**src/rtl/bintobcd_pkg.sv**
```systemverilog
// Shared types and constants for the sequential binary-to-BCD converter.
// Holds the FSM state encoding and the double-dabble adjust constants.
package bintobcd_pkg;

   typedef enum logic [1:0] {
      e_idle,
      e_operation,
      e_done
   } t_state;

   localparam logic [3:0] BCD_ADJ_THRESH = 4'd5;
   localparam logic [3:0] BCD_ADJ_ADD    = 4'd3;

endpackage

```
**src/rtl/bcd_digit_adj.sv**
```systemverilog
// Double-dabble digit correction: adds 3 to a BCD digit that is >= 5.
// Ports: digit (4-bit in), adjusted (4-bit out). Purely combinational.
module bcd_digit_adj
   import bintobcd_pkg::*;
(
   input  logic [3:0] digit,
   output logic [3:0] adjusted
);

   assign adjusted = (digit >= BCD_ADJ_THRESH) ? digit + BCD_ADJ_ADD
                                               : digit;

endmodule

```
**src/rtl/bintobcd_seq.sv**
```systemverilog
// Sequential binary-to-BCD converter (shift-and-add-3), start/ready/done.
// Ports: i_clk, i_rst (async high), i_start, i_bin[W], o_ready, o_done,
//        o_bcd[4*D] (digit 0 = units), o_overflow (saturated to all 9s).
module bintobcd_seq
   import bintobcd_pkg::*;
#(
   parameter int W = 14,
   parameter int D = 4
) (
   input  logic           i_clk,
   input  logic           i_rst,
   input  logic           i_start,
   input  logic [W-1:0]   i_bin,
   output logic           o_ready,
   output logic           o_done,
   output logic [4*D-1:0] o_bcd,
   output logic           o_overflow
);

   localparam int IW = $clog2(W+1);

   t_state         state;
   t_state         state_nxt;
   logic [IW-1:0]  index;
   logic [W-1:0]   bin_sr;
   logic [4*D-1:0] work;
   logic [4*D-1:0] adj;
   logic           ovf_sticky;

   for (genvar g = 0; g < D; g++) begin : g_adj
      bcd_digit_adj u_adj (
         .digit    (work[4*g +: 4]),
         .adjusted (adj[4*g +: 4])
      );
   end

   always_ff @(posedge i_clk or posedge i_rst) begin
      if (i_rst) state <= e_idle;
      else       state <= state_nxt;
   end

   always_comb begin
      state_nxt = state;
      o_ready   = 1'b0;
      o_done    = 1'b0;
      unique case (state)
         e_idle: begin
            o_ready = 1'b1;
            if (i_start) state_nxt = e_operation;
         end
         e_operation: begin
            if (index == '0) state_nxt = e_done;
         end
         e_done: begin
            o_done    = 1'b1;
            state_nxt = e_idle;
         end
         default: state_nxt = e_idle;
      endcase
   end

   // Once the adjusted top digit has its MSB set the value has reached
   // 10^D; that bit falls off the shift and the result is saturated.
   always_ff @(posedge i_clk or posedge i_rst) begin
      if (i_rst) begin
         index      <= '0;
         bin_sr     <= '0;
         work       <= '0;
         ovf_sticky <= 1'b0;
         o_bcd      <= '0;
         o_overflow <= 1'b0;
      end else begin
         unique case (state)
            e_idle: begin
               if (i_start) begin
                  bin_sr     <= i_bin;
                  work       <= '0;
                  ovf_sticky <= 1'b0;
                  index      <= IW'(W);
               end
            end
            e_operation: begin
               if (index != '0) begin
                  {work, bin_sr} <= {adj[4*D-2:0], bin_sr, 1'b0};
                  if (adj[4*D-1]) ovf_sticky <= 1'b1;
                  index <= index - IW'(1);
               end else begin
                  o_bcd      <= ovf_sticky ? {D{4'h9}} : work;
                  o_overflow <= ovf_sticky;
               end
            end
            default: ;
         endcase
      end
   end

endmodule

```
**config.mk**
```make
export PLATFORM = sky130hd
export DESIGN_NAME = bintobcd_seq
export DESIGN_NICKNAME = d
export VERILOG_FILES = /design/src/rtl/bintobcd_pkg.sv /design/src/rtl/bcd_digit_adj.sv /design/src/rtl/bintobcd_seq.sv
export SDC_FILE = /design/constraint.sdc
export NUM_CORES = 1
export LEC_CHECK = 0
export CORE_ASPECT_RATIO = 0.6
export CORE_MARGIN = 10
export CORE_UTILIZATION = 45
export CTS_CLUSTER_SIZE = 12
export DETAILED_ROUTE_END_ITERATION = 8
export PLACE_DENSITY_LB_ADDON = 0.2
export SYNTH_ARGS = -nofsm -noshare
export SYNTH_HDL_FRONTEND = slang
export SYNTH_SLANG_ARGS = --single-unit
```
**constraint.sdc**
```tcl
create_clock -name i_clk -period 3 [get_ports i_clk]
set_clock_uncertainty 0.1 [all_clocks]
set_input_delay 0.9 -clock i_clk [delete_from_list [all_inputs] [get_ports i_clk]]
set_output_delay 0.9 -clock i_clk [all_outputs]
set_load 0.03 [all_outputs]
```
Word-level counts from Yosys, hierarchy flattened
Index checks and enable logic that the tools add are counted.
W data, S select, Z words.
- reductions and logical operators: 8
- bitwise gates (word level): 1
- $add $sub $neg: 5
- equality and inequality tests: 6
- order comparisons: 4
- mux-type cells: 23
- operators by type and width (cell ; number):
    $mux W16 ; 3
    $pmux W16 S2 ; 1
    $mux W14 ; 2
    $pmux W14 S2 ; 1
    $mux W4 ; 6
    $add A4 B2 Y4 const B ; 4
    $ge A4 B3 Y1 const B ; 4
    $pmux W4 S2 ; 1
    $ne A2 B2 Y1 const B ; 3
    $mux W1 ; 5
    $logic_not A4 Y1 ; 1
    $mux W2 ; 2
    $pmux W2 S2 ; 1
    $reduce_and A2 Y1 ; 2
    $reduce_and A4 Y1 ; 1
    $reduce_bool A4 Y1 ; 1
    $sub A4 B1 Y4 const B ; 1
    $reduce_and A3 Y1 ; 1
    $eq A2 B1 Y1 const B ; 1
    $eq A2 B2 Y1 const B ; 1
    $logic_not A2 Y1 ; 1
    $ne A2 B1 Y1 const B ; 1
    $pmux W1 S2 ; 1
    $reduce_bool A2 Y1 ; 1
    $not A1 Y1 ; 1
- input port bits: 17
- output and inout bits: 19
- bits in registers: 54

Longest topological paths before layout
Gate-level depths: netlist of run 1.
- depth in word-level cells: 5
- mapped depth: 9
- depth with buffers taken out: 7

Hierarchy
A second synthesis of run 1 with hierarchy kept.
- cell total of the unflattened synthesis: 241
- area total of the unflattened synthesis: 2796.4 µm²
- by module, submodules not included (module ; cells each ; instances ; seq. area each (µm²) ; area each (µm²)):
    bintobcd_seq ; 177 ; 1 ; 1351.3 ; 2391.0
    bcd_digit_adj ; 16 ; 4 ; 0.0 ; 101.3

Worst setup path after synthesis of run 1
No wires, ideal clock.
- kind: input to register
- from: input i_start
- to: register bin_sr[13]
- setup time: 0.127 ns
- path buffers: 1
- path slack: 1.080 ns
- data required time: 2.773 ns
- arrival time: 1.693 ns
- cell stages on the path: 5
- cells stage by stage: nor2_1 > a211o_1 > buf_6 > a222oi_1 > inv_1
- cells in the longest elaborated chain, start to end: 2
- ends and longest elaborated chain (element ; line ; source):
    start: declaration ; bintobcd_seq.sv:12 ; input logic i_start,
    $ne A2 B2 Y1 (no line) ; - ;
    $reduce_and A3 Y1 (no line) ; - ;
    end signal: assignment ; bintobcd_seq.sv:76 ; bin_sr <= i_bin;
    end signal: assignment ; bintobcd_seq.sv:84 ; {work, bin_sr} <= {adj[4*D-2:0], bin_sr, 1'b0};
    end: declaration ; bintobcd_seq.sv:25 ; logic [W-1:0] bin_sr;
Every way passes these cells.
A chain may end at the register's enable or synchronous reset.

Final worst setup path of run 1
- from: register state[0]
- to: output o_ready
- cells in the longest elaborated chain, start to end: 2
- ends and longest elaborated chain (element ; line ; source):
    start: declaration ; bintobcd_seq.sv:22 ; t_state state;
    start signal: assignment ; bintobcd_seq.sv:38 ; if (i_rst) state <= e_idle;
    start signal: assignment ; bintobcd_seq.sv:39 ; else state <= state_nxt;
    $logic_not A2 Y1 ; bintobcd_seq.sv:46 ; unique case (state)
    $mux W1 ; bintobcd_seq.sv:46 ;
    end: declaration ; bintobcd_seq.sv:14 ; output logic o_ready,
Every way passes these cells.

==> impl_metrics.tcl, run 1 <==
set metrics [dict create \
    synth_seq_cells 54 \
    power.internal_mw 2.19 \
    end_kind "output pin" \
    grt_max_degree 55 \
    critPathLaunchType "flip-flop" \
    yosys.cell_types.count 32 \
    tritoncts "yes" \
    avgSynthCellArea_um2 10.0 \
    hpwl_um 3830 \
    yosysSeqAreaShare 0.539 \
    yosys_warnings 0 \
    worstPathMaxFanout 6 \
    finalSetupViolCount 0 \
    fmax_mhz 388 \
    vias 1886 \
    slew_headroom 0.651 \
    io_buffer_count 35 \
    die_h_um 77.8 \
    synth_nets 276 \
    vdd_drop_max_v 0.000614 \
    period_share 0.859 \
    holdCritStartpoint "o_bcd[11]$_DFFE_PP0P_" \
    leakage_nw 1.37 \
    grt_util_met1 0.188 \
    clk_path_buf_depth 2 \
    rows 20 \
    fin_nets 310 \
    holdPathEnd "o_bcd[11]$_DFFE_PP0P_" \
    hold_class "flip-flop to flip-flop" \
    postCtsHoldBufs 0 \
    clkTransAtPathRegs_ns 0.10 \
    drt_wl_total_um 5490 \
    drt_first_pass_iters 4 \
    core-area_um2 5230 \
    max_cap_violations 0 \
    clock_sinks 54 \
    final_antenna_net_count 0 \
    hold_depth 2 \
    setup_tns_ns 0 \
    p_switching_mw 1.55 \
    gp_congestion 0.813 \
    drc_errors 0 \
    cp.arrival_ns 1.58 \
    p_clk_frac 0.160 \
    grt_overflow 0 \
    layout_setup_ws_ns 0.423 \
    syn-instance-count 250 \
    crit_type "flip-flop to output pin" \
    r2r_cells 7 \
    cts_resized 0 \
    place_ws_ns 0.303 \
    netlist_area_um2 2500 \
    via_per_inst 5.37 \
    cts_buffers 5 \
    rsz0062_at_grt "no" \
    global_route.usage.total 0.127 \
    period_needed_ns 2.58 \
    grt_pass1_vias 1786 \
    area_growth_pct 21.6 \
    post-route-util 0.583 \
    worst_pin_slew_ns 0.523 \
    drive_above_1_share 0.0526 \
    antenna_found_initial 0 \
    h-tree-depth 2 \
    io-pin-count 36 \
    fp.dieW_um 116 \
    r2r-start "index[0]$_DFFE_PP0P_" \
    busiest_layer "met1" \
    r2r_setup_slack_ns 0.81 \
    p_seq_frac 0.355 \
    p_sw_frac 0.414 \
    timing.final.hold_violations 0 \
    clk_latency_ns 0.31 \
    drt_iter0_drc 94 \
    status "completed" \
    power_density_nw_per_um2 1230 \
    pwr-share-comb 0.485 \
    grtUsageMet2 0.173 \
    grt_first_pass_wirelength_um 9320 \
    postCtsSetupBuffers 0 \
    slew_violations 0 \
    reg2reg_to "work[11]$_DFFE_PP0P_" \
    cts-root-buf "clkbuf_8" \
    dp_cells 343 \
    routedWlPerCell_um 15.6 \
    grt_use_met3 0.0399 \
    dieArea_um2 9050 \
    fin_cells 351 \
    start_util 0.479 \
    crit_required_ns 2.00 \
    antenna_cells 0 \
]
==> layer usage <==
layer	routed length, µm	vias to the layer above
li1	-	952
met1	2780	892
met2	2370	38
met3	299	4
met4	36	0
met5	0	-
==> cell type report <==
type	instances	area (µm²)
Clock buffer	6	82.6
Tap cell	66	82.6
Timing Repair Buffer	39	393
Multi-Input combinational cell	169	1020
Clock inverter	2	60.1
Fill cell	448	2180
Inverter	15	61.3
Sequential cell	54	1350
==> critical path, cell delays in order, from the launching register on <==
cell	delay [ns]
dfrtp_1	0.44
nor2_1	0.14
clkdlybuf4s50_1	0.69
==> synthesized netlist by cell type, drive strengths merged <==
| cell | instances | area [µm²] |
|---|---|---|
| nor2b | 2 | 12.5 |
| nor3b | 4 | 41.3 |
| mux2i | 4 | 40.0 |
| xor2 | 1 | 8.76 |
| dfrtp | 54 | 1350 |
| a211oi | 2 | 15.0 |
| nand2 | 44 | 165 |
| o22ai | 7 | 43.8 |
| a21oi | 11 | 55.1 |
| o31ai | 8 | 60.1 |
| inv | 14 | 57.6 |
| clkbuf | 4 | 15.0 |
| nand2b | 6 | 37.5 |
| o32ai | 1 | 8.76 |
| ha | 9 | 113 |
| a222oi | 1 | 10.0 |
| xnor2 | 4 | 35.0 |
| a211o | 1 | 8.76 |
| and2 | 1 | 6.26 |
| nor2 | 19 | 71.3 |
| nor3 | 1 | 5.00 |
| buf | 8 | 61.3 |
| a22o | 5 | 43.8 |
| a31oi | 18 | 113 |
| clkinv | 1 | 3.75 |
| a32o | 4 | 40.0 |
| a22oi | 1 | 7.51 |
| o21ai | 15 | 75.1 |
==> logic make-up (layout without fill, tap and decap cells) <==
kind of cell / Yosys count / in the layout / synth area share
AOI/OAI and AO/OA: 74 / 74 / 0.192
xor gates and xnor gates: 5 / 5 / 0.0175
adders and majority gates: 9 / 9 / 0.0450
buffers and inverters: 27 / 62 / 0.0549
DFF: 54 / 54 / 0.539
muxes: 4 / 4 / 0.0160
and+or+nand+nor: 77 / 77 / 0.135
==> metrics by stage <==
stage	hold WS (ns)	power, mW	instance area [µm²]
floorplan	0.349	2.66	2500
global placement	0.360	3.11	2900
detailed placement	0.370	3.15	2900
CTS	0.392	3.76	3050
global route	0.415	4.07	3050
finish	0.387	3.73	3050
==> power by group through the flow <==
stage / sequential (mW) / clock (mW) / combinational, mW
floorplan: 1.45 / 0 / 1.21
global placement: 1.33 / 0 / 1.78
CTS: 1.32 / 0.610 / 1.83
global route: 1.37 / 0.637 / 2.06
finish: 1.32 / 0.599 / 1.81
detailed placement: 1.34 / 0 / 1.81
==> sequential cells by signal, summed over array words and instances, names as in the netlist <==
name and count:
o_overflow 1, work 16, index 4, ovf_sticky 1
state 2, o_bcd 16, bin_sr 14
==> layout by cell type, fill, tap and decap left out, types with 7 or more instances in the layout <==
cell type and count:
ha_1 9, o21ai_0 15, dfrtp_1 54, nor2_1 19, o22ai_1 7, clkdlybuf4s50_1 35
nand2_1 44, a31oi_1 18, a21oi_1 11, o31ai_1 8, inv_1 12
==> worst max path at each step <==
stage	start	endpoint	slack (ns)	cells past startpoint
after floorplan	i_rst	bin_sr[0]$_DFFE_PP0P_	0.69	1
after global placement	i_start	work[11]$_DFFE_PP0P_	0.34	6
after detailed placement	i_start	work[11]$_DFFE_PP0P_	0.30	6
after CTS	state[0]$_DFFE_PP0P_	o_ready	0.41	2
after global routing	state[0]$_DFFE_PP0P_	o_ready	0.30	2
final	state[0]$_DFFE_PP0P_	o_ready	0.42	2
Power figures use the tool's default switching activity.
==> run 2: changes to the inputs <==
- HOLD_SLACK_MARGIN: default -> 0.02
- TNS_END_PERCENT: default -> 30
==> results of run 2 <==
The final DEF is identical to that of run 1; final timing and power are the same.
